**src/rtl/uart_arb_pkg.sv**
```systemverilog
// rtl/uart_arb_pkg.sv - shared state encoding and constants for the transmit arbiter
package uart_arb_pkg;

    typedef enum logic [2:0] {
        IDLE      = 3'd0,
        LAUNCH    = 3'd1,
        WAIT_BUSY = 3'd2,
        WAIT_DONE = 3'd3,
        ACK       = 3'd4
    } arb_state_t;

    localparam int FRAME_CNT_W        = 16;
    localparam int DEF_TIMEOUT_CYCLES = 4096;

endpackage

```
**src/rtl/rr_arbiter.sv**
```systemverilog
// rtl/rr_arbiter.sv - combinational round-robin pick: first set request at or after ptr, with wrap
module rr_arbiter #(
    parameter int NUM_REQ = 4,
    parameter int ID_W    = $clog2(NUM_REQ)
) (
    input  logic [NUM_REQ-1:0] i_req,
    input  logic [ID_W-1:0]    i_ptr,
    output logic [ID_W-1:0]    o_winner,
    output logic               o_valid
);

    // Scan from the farthest slot back toward ptr so the closest hit wins.
    always_comb begin
        o_winner = '0;
        o_valid  = |i_req;
        for (int i = NUM_REQ - 1; i >= 0; i--) begin
            if (i_req[(int'(i_ptr) + i) % NUM_REQ]) begin
                o_winner = ID_W'((int'(i_ptr) + i) % NUM_REQ);
            end
        end
    end

endmodule

```
**src/rtl/uart_xmit_arb.sv**
```systemverilog
// rtl/uart_xmit_arb.sv - shares one u_xmit among NUM_REQ producers; UART_ARB_TIMEOUT_EN adds a frame watchdog
module uart_xmit_arb
    import uart_arb_pkg::*;
#(
    parameter int NUM_REQ = 4,
`ifdef UART_ARB_TIMEOUT_EN
    parameter int TIMEOUT_CYCLES = DEF_TIMEOUT_CYCLES,
`endif
    parameter int ID_W = 2
) (
    input  logic                   sys_clk,
    input  logic                   sys_rst_l,
    input  logic [NUM_REQ-1:0]     req,
    input  logic [8*NUM_REQ-1:0]   req_data,
    output logic [NUM_REQ-1:0]     ack,
    output logic [ID_W-1:0]        gnt_id,
    output logic                   busy,
    output logic [FRAME_CNT_W-1:0] frame_cnt,
`ifdef UART_ARB_TIMEOUT_EN
    output logic                   timeout_err,
`endif
    output logic                   xmitH,
    output logic [7:0]             xmit_dataH,
    input  logic                   xmit_doneH
);

    arb_state_t             r_state;
    logic [ID_W-1:0]        r_ptr;
    logic [ID_W-1:0]        r_gnt_id;
    logic [NUM_REQ-1:0]     r_ack;
    logic                   r_busy;
    logic                   r_xmit;
    logic [7:0]             r_data;
    logic [FRAME_CNT_W-1:0] r_frame_cnt;

    logic [ID_W-1:0]        w_winner;
    logic                   w_valid;
    logic [NUM_REQ-1:0]     w_ack_vec;
    logic [ID_W-1:0]        w_next_ptr;

`ifdef UART_ARB_TIMEOUT_EN
    logic [15:0]            r_wdog;
    logic                   r_to_hit;
    logic                   r_timeout_err;
    logic                   w_wdog_expired;

    assign w_wdog_expired = (r_wdog == 16'(TIMEOUT_CYCLES - 1));
    assign timeout_err    = r_timeout_err;
`endif

    rr_arbiter #(
        .NUM_REQ (NUM_REQ),
        .ID_W    (ID_W)
    ) u_rr (
        .i_req    (req),
        .i_ptr    (r_ptr),
        .o_winner (w_winner),
        .o_valid  (w_valid)
    );

    assign w_ack_vec  = NUM_REQ'(1) << r_gnt_id;
    assign w_next_ptr = (r_gnt_id == ID_W'(NUM_REQ - 1)) ? '0 : r_gnt_id + 1'b1;

    always_ff @(posedge sys_clk or negedge sys_rst_l) begin
        if (!sys_rst_l) begin
            r_state     <= IDLE;
            r_ptr       <= '0;
            r_gnt_id    <= '0;
            r_ack       <= '0;
            r_busy      <= 1'b0;
            r_xmit      <= 1'b0;
            r_data      <= 8'h00;
            r_frame_cnt <= '0;
`ifdef UART_ARB_TIMEOUT_EN
            r_wdog        <= '0;
            r_to_hit      <= 1'b0;
            r_timeout_err <= 1'b0;
`endif
        end else begin
            r_ack  <= '0;
            r_xmit <= 1'b0;
            case (r_state)
                IDLE: begin
                    // Only start when the transmitter reports idle, so a launch is never lost.
                    if (w_valid && xmit_doneH) begin
                        r_gnt_id <= w_winner;
                        r_data   <= req_data[8*w_winner +: 8];
                        r_busy   <= 1'b1;
                        r_xmit   <= 1'b1;
                        r_state  <= LAUNCH;
                    end
                end
                LAUNCH: begin
                    r_state <= WAIT_BUSY;
`ifdef UART_ARB_TIMEOUT_EN
                    r_wdog   <= '0;
                    r_to_hit <= 1'b0;
`endif
                end
                WAIT_BUSY: begin
                    if (!xmit_doneH) begin
                        r_state <= WAIT_DONE;
                    end
`ifdef UART_ARB_TIMEOUT_EN
                    else if (w_wdog_expired) begin
                        r_state       <= ACK;
                        r_ack         <= w_ack_vec;
                        r_to_hit      <= 1'b1;
                        r_timeout_err <= 1'b1;
                    end
                    r_wdog <= r_wdog + 16'd1;
`endif
                end
                WAIT_DONE: begin
                    if (xmit_doneH) begin
                        r_state <= ACK;
                        r_ack   <= w_ack_vec;
`ifdef UART_ARB_TIMEOUT_EN
                        r_timeout_err <= 1'b0;
`endif
                    end
`ifdef UART_ARB_TIMEOUT_EN
                    else if (w_wdog_expired) begin
                        r_state       <= ACK;
                        r_ack         <= w_ack_vec;
                        r_to_hit      <= 1'b1;
                        r_timeout_err <= 1'b1;
                    end
                    r_wdog <= r_wdog + 16'd1;
`endif
                end
                ACK: begin
                    r_busy  <= 1'b0;
                    r_ptr   <= w_next_ptr;
                    r_state <= IDLE;
`ifdef UART_ARB_TIMEOUT_EN
                    if (!r_to_hit) begin
                        r_frame_cnt <= r_frame_cnt + 1'b1;
                    end
`else
                    r_frame_cnt <= r_frame_cnt + 1'b1;
`endif
                end
                default: begin
                    r_state     <= IDLE;
                    r_ptr       <= '0;
                    r_gnt_id    <= '0;
                    r_busy      <= 1'b0;
                    r_data      <= 8'h00;
                    r_frame_cnt <= '0;
`ifdef UART_ARB_TIMEOUT_EN
                    r_wdog        <= '0;
                    r_to_hit      <= 1'b0;
                    r_timeout_err <= 1'b0;
`endif
                end
            endcase
        end
    end

    assign ack        = r_ack;
    assign gnt_id     = r_gnt_id;
    assign busy       = r_busy;
    assign frame_cnt  = r_frame_cnt;
    assign xmitH      = r_xmit;
    assign xmit_dataH = r_data;

endmodule

```
**config.mk**
```make
export PLATFORM = sky130hd
export DESIGN_NAME = uart_xmit_arb
export DESIGN_NICKNAME = d
export VERILOG_FILES = /design/src/rtl/uart_arb_pkg.sv /design/src/rtl/rr_arbiter.sv /design/src/rtl/uart_xmit_arb.sv
export SDC_FILE = /design/constraint.sdc
export NUM_CORES = 1
export LEC_CHECK = 0
export ABC_AREA = 1
export ABC_CLOCK_PERIOD_IN_PS = 2300
export CAP_MARGIN = 20
export CORE_MARGIN = 2
export CORE_UTILIZATION = 37
export CTS_BUF_LIST = sky130_fd_sc_hd__clkbuf_8
export DETAILED_ROUTE_END_ITERATION = 10
export PLACE_DENSITY = 0.7
export RECOVER_POWER = 25
export SYNTH_ARGS = -nofsm -noshare
export SYNTH_HDL_FRONTEND = slang
export SYNTH_HIERARCHICAL = 1
export SYNTH_SLANG_ARGS = --single-unit
```
**constraint.sdc**
```tcl
create_clock -name sys_clk -period 2.3 [get_ports sys_clk]
set_input_delay 0.69 -clock sys_clk [delete_from_list [all_inputs] [get_ports sys_clk]]
set_output_delay 0.69 -clock sys_clk [all_outputs]
set_load 0.05 [all_outputs]
```
==> run_results.csv <==
group,metric,value,unit
synth,synth_cell_types,29,
floorplanning,core_area,5850,um2
timing,tightest_slew,920,ps
clocking,clk_path_buf_depth,2,
power,swShare,48.6,%
timing,hold_viol,0,
detailed_routing,drt_pass1_iterations,4,
worst_setup_path,criticalPathCategory,"reg -> out",
cells_and_area,fin_nets,437,
timing,fin_crit_sh,98.0,%
clocking,insertion_delay,280,ps
floorplanning,die_y,81.2,um
hold_path,worstHoldStart,"xmit_dataH[7]$_DFFE_PN0P_",
detailed_routing,via_count,2233,
synth,ys_warn_count,6,
grt,grt_pass1_vias,2117,
synth,synth_seq_cells,37,
worst_setup_path,critical_path.cell_chain,"clkdlybuf4s50_1",
power,p_clk_share,12.4,%
power,power_frac_seq,26.3,%
run_status,status,"complete, no violations",
cells_and_area,finalNonFillerCells,468,
hold_path,min_to,"xmit_dataH[7]$_DFFE_PN0P_",
timing,fmax,443,MHz
grt,grt_max_degree,38,
cells_and_area,multi_input_area,1100,um2
worst_setup_path,r2r_cells,14,
power,irDropWorstVdd,804,uV
floorplanning,dieArea,6600,um2
cells_and_area,syn_to_final_growth,41.0,%
placed_design,portBuffers,70,
timing,whs,498,ps
hold_path,hold_depth,2,
worst_setup_path,start_kind,"flop",
timing,slew_viol_final,0,
worst_setup_path,r2r_slack,450,ps
clocking,cts_max_level,2,
worst_setup_path,cp-end-kind,"output port",
power,powerDensity,1150,nW/um2
synth,synth_area_per_cell,7.03,um2
placed_design,finalWeightedCongestion,0.796,
power,leakagePower,1.49,nW
worst_setup_path,reg2reg_to,"xmit_dataH[2]$_DFFE_PN0P_",
synth,synth_cells,314,
clocking,clkTransAtPathRegs,70,ps
timing,final.setup.tns,0,ps
cells_and_area,drive_above_1_share,8.14,%
power,comb_power_share,61.3,%
detailed_routing,initialDrtViolationCount,85,
placed_design,place_hpwl,4130,um
worst_setup_path,crit_arrival,1570,ps
timing,rsz0062_at_grt,"no",
detailed_routing,wl_per_cell,11.6,um
worst_setup_path,crit_buf_inv,1,
synth,syn_area,2210,um2
detailed_routing,via_per_inst,4.77,
worst_setup_path,critical_path_depth,1,
floorplanning,row_count,28,
timing,fin_skew,3.41,ps
cells_and_area,ff_latch_area,926,um2
clocking,cts_hold_buf,0,
detailed_routing,ant_nets,0,
placed_design,place_inst,461,
worst_setup_path,crit_path_top_delay_cell,"clkdlybuf4s50_1",
timing,min_period,2260,ps
clocking,cts_root_buffer,"clkbuf_8",
run,drv_cap,0,
hold_path,holdCritPathClass,"reg -> reg",
timing,slew_headroom,38.7,%
worst_setup_path,cpPeakStageDelay,840,ps
worst_setup_path,path_max_fanout,6,
worst_setup_path,reg2reg_from,"r_ptr[0]$_DFFE_PN0N_",
cells_and_area,nFillCells,576,
floorplanning,fp.dieW,81.2,um
grt,grt_pass1_wl,9120,um
power,p_switching,0.00174,W
cells_and_area,antenna_cells,0,
grt,grt_overflow_total,0,
grt,grt_usage,17.8,%
synth,syn-num-nets,358,
synth,yosysSeqAreaShare,42.0,%
clocking,cts_buffers,5,
worst_setup_path,crit_required,1610,ps
worst_setup_path,cpLargestDelayFamily,"buffers and inverters",
floorplanning,io_pins,71,
clocking,cts_tree,"yes",
power,intPower,0.00184,W
detailed_routing,wl,5440,um
grt,antenna_found_initial,0,
floorplanning,initial_core_util,37.7,%
clocking,cts_sinks,37,
detailed_routing,drc_errors,0,
timing,setup_viol,0,
## timing repair
action / CTS / global route
buffers inserted: 0 / 0
resized for setup: 0 / 2
endpoints found under the setup margin: 0 / 8
## final cells by class
class	count	share of cell area (%)
clock inverter	1	0.121
inverter	35	4.50
sequential	37	29.7
clock buffer	6	2.65
timing repair buffer	80	24.8
multi-input combinational	234	35.2
tap	75	3.01
## layout by cell type (no fill, tap or decap), drive strengths merged
cell,Yosys,layout
xor2,1,1
o22ai,2,2
clkinvlp,0,1
nor2,30,30
clkdlybuf4s50,0,65
o31ai,2,2
a21o,1,1
a21boi,1,1
nand4,4,4
a31oi,1,1
nand3,51,51
inv,32,34
nor3,3,3
buf,5,14
clkbuf,3,7
a22o,2,2
o21ai,12,12
nand2,112,112
clkinv,3,1
o21bai,1,1
a21oi,6,6
ha,5,5
dfrtp,37,37
## sequential cells by signal (all words and copies together), names as in the netlist
name	count
ack	4
busy	1
frame_cnt	16
gnt_id	2
r_ptr	2
r_state	3
xmitH	1
xmit_dataH	8
## kinds of logic after synthesis
| family | share of synthesized area (%) |
|---|---|
| fa+ha+maj | 2.83 |
| flops | 42.0 |
| compound gates | 7.71 |
| simple gates | 38.7 |
| buf+inv | 8.39 |
| xor+xnor | 0.397 |
## how the worst max path moves through the flow
stage                                         from                         to  slack [ps]
after detailed placement                    req[1]  xmit_dataH[2]$_DFFE_PN0P_        -210
after global routing      frame_cnt[9]$_DFFE_PN0N_               frame_cnt[9]         0.9
after CTS                 frame_cnt[9]$_DFFE_PN0N_               frame_cnt[9]          40
after global placement                      req[1]  xmit_dataH[3]$_DFFE_PN0P_        -110
after floorplan                             req[3]  xmit_dataH[7]$_DFFE_PN0P_         230
final                     frame_cnt[9]$_DFFE_PN0N_               frame_cnt[9]          40
## metal layers
layer	part of all wire (%)	up-vias	GRT usage, %
li1	-	1168	-
met1	42	990	19.9
met2	49	71	32.3
met3	7.4	4	4.56
met4	1.3	0	6.78
met5	0	-	0
## Yosys cell counts
cell type	number	area, um2
o21bai_1	1	7.51
nand2_1	110	413
nand2_2	1	6.26
nor3_1	2	10.0
o22ai_2	1	12.5
xor2_1	1	8.76
inv_2	2	7.51
o21ai_0	12	60.1
a21oi_1	6	30.0
nand2_4	1	11.3
dfrtp_1	37	926
clkbuf_1	3	11.3
o31ai_1	2	15.0
a21boi_0	1	7.51
ha_1	5	62.6
nand3_1	51	255
clkinv_1	2	7.51
nor2_1	28	105
buf_6	2	22.5
a22o_1	2	17.5
nand4_1	4	25.0
inv_1	30	113
clkinv_4	1	8.76
nor2_2	2	12.5
a21o_1	1	7.51
o22ai_1	1	6.26
buf_2	3	15.0
nor3_4	1	16.3
a31oi_1	1	6.26
## power by group through the flow
stage | sequential, W | clock [W] | combinational [W]
3_5_place_dp | 0.000956 | 0 | 0.00219
5_1_grt | 0.000966 | 0.000489 | 0.00245
4_1_cts | 0.000946 | 0.000462 | 0.00220
2_1_floorplan | 0.00127 | 0 | 0.00116
3_3_place_gp | 0.000950 | 0 | 0.00214
6_report | 0.000944 | 0.000444 | 0.00220
## through the flow
step	utilization, %	instance area [um2]	worst slack, ps	total power, W
after floorplan	-	2210	226	0.00243
after global placement	51.7	3030	-112	0.00308
after detailed placement	51.7	3030	-205	0.00314
after CTS	53.2	3110	38.1	0.00360
after global routing	53.2	3110	0.866	0.00390
final	53.2	3110	44.9	0.00358
No activity file was read; power rests on OpenSTA's default activity.
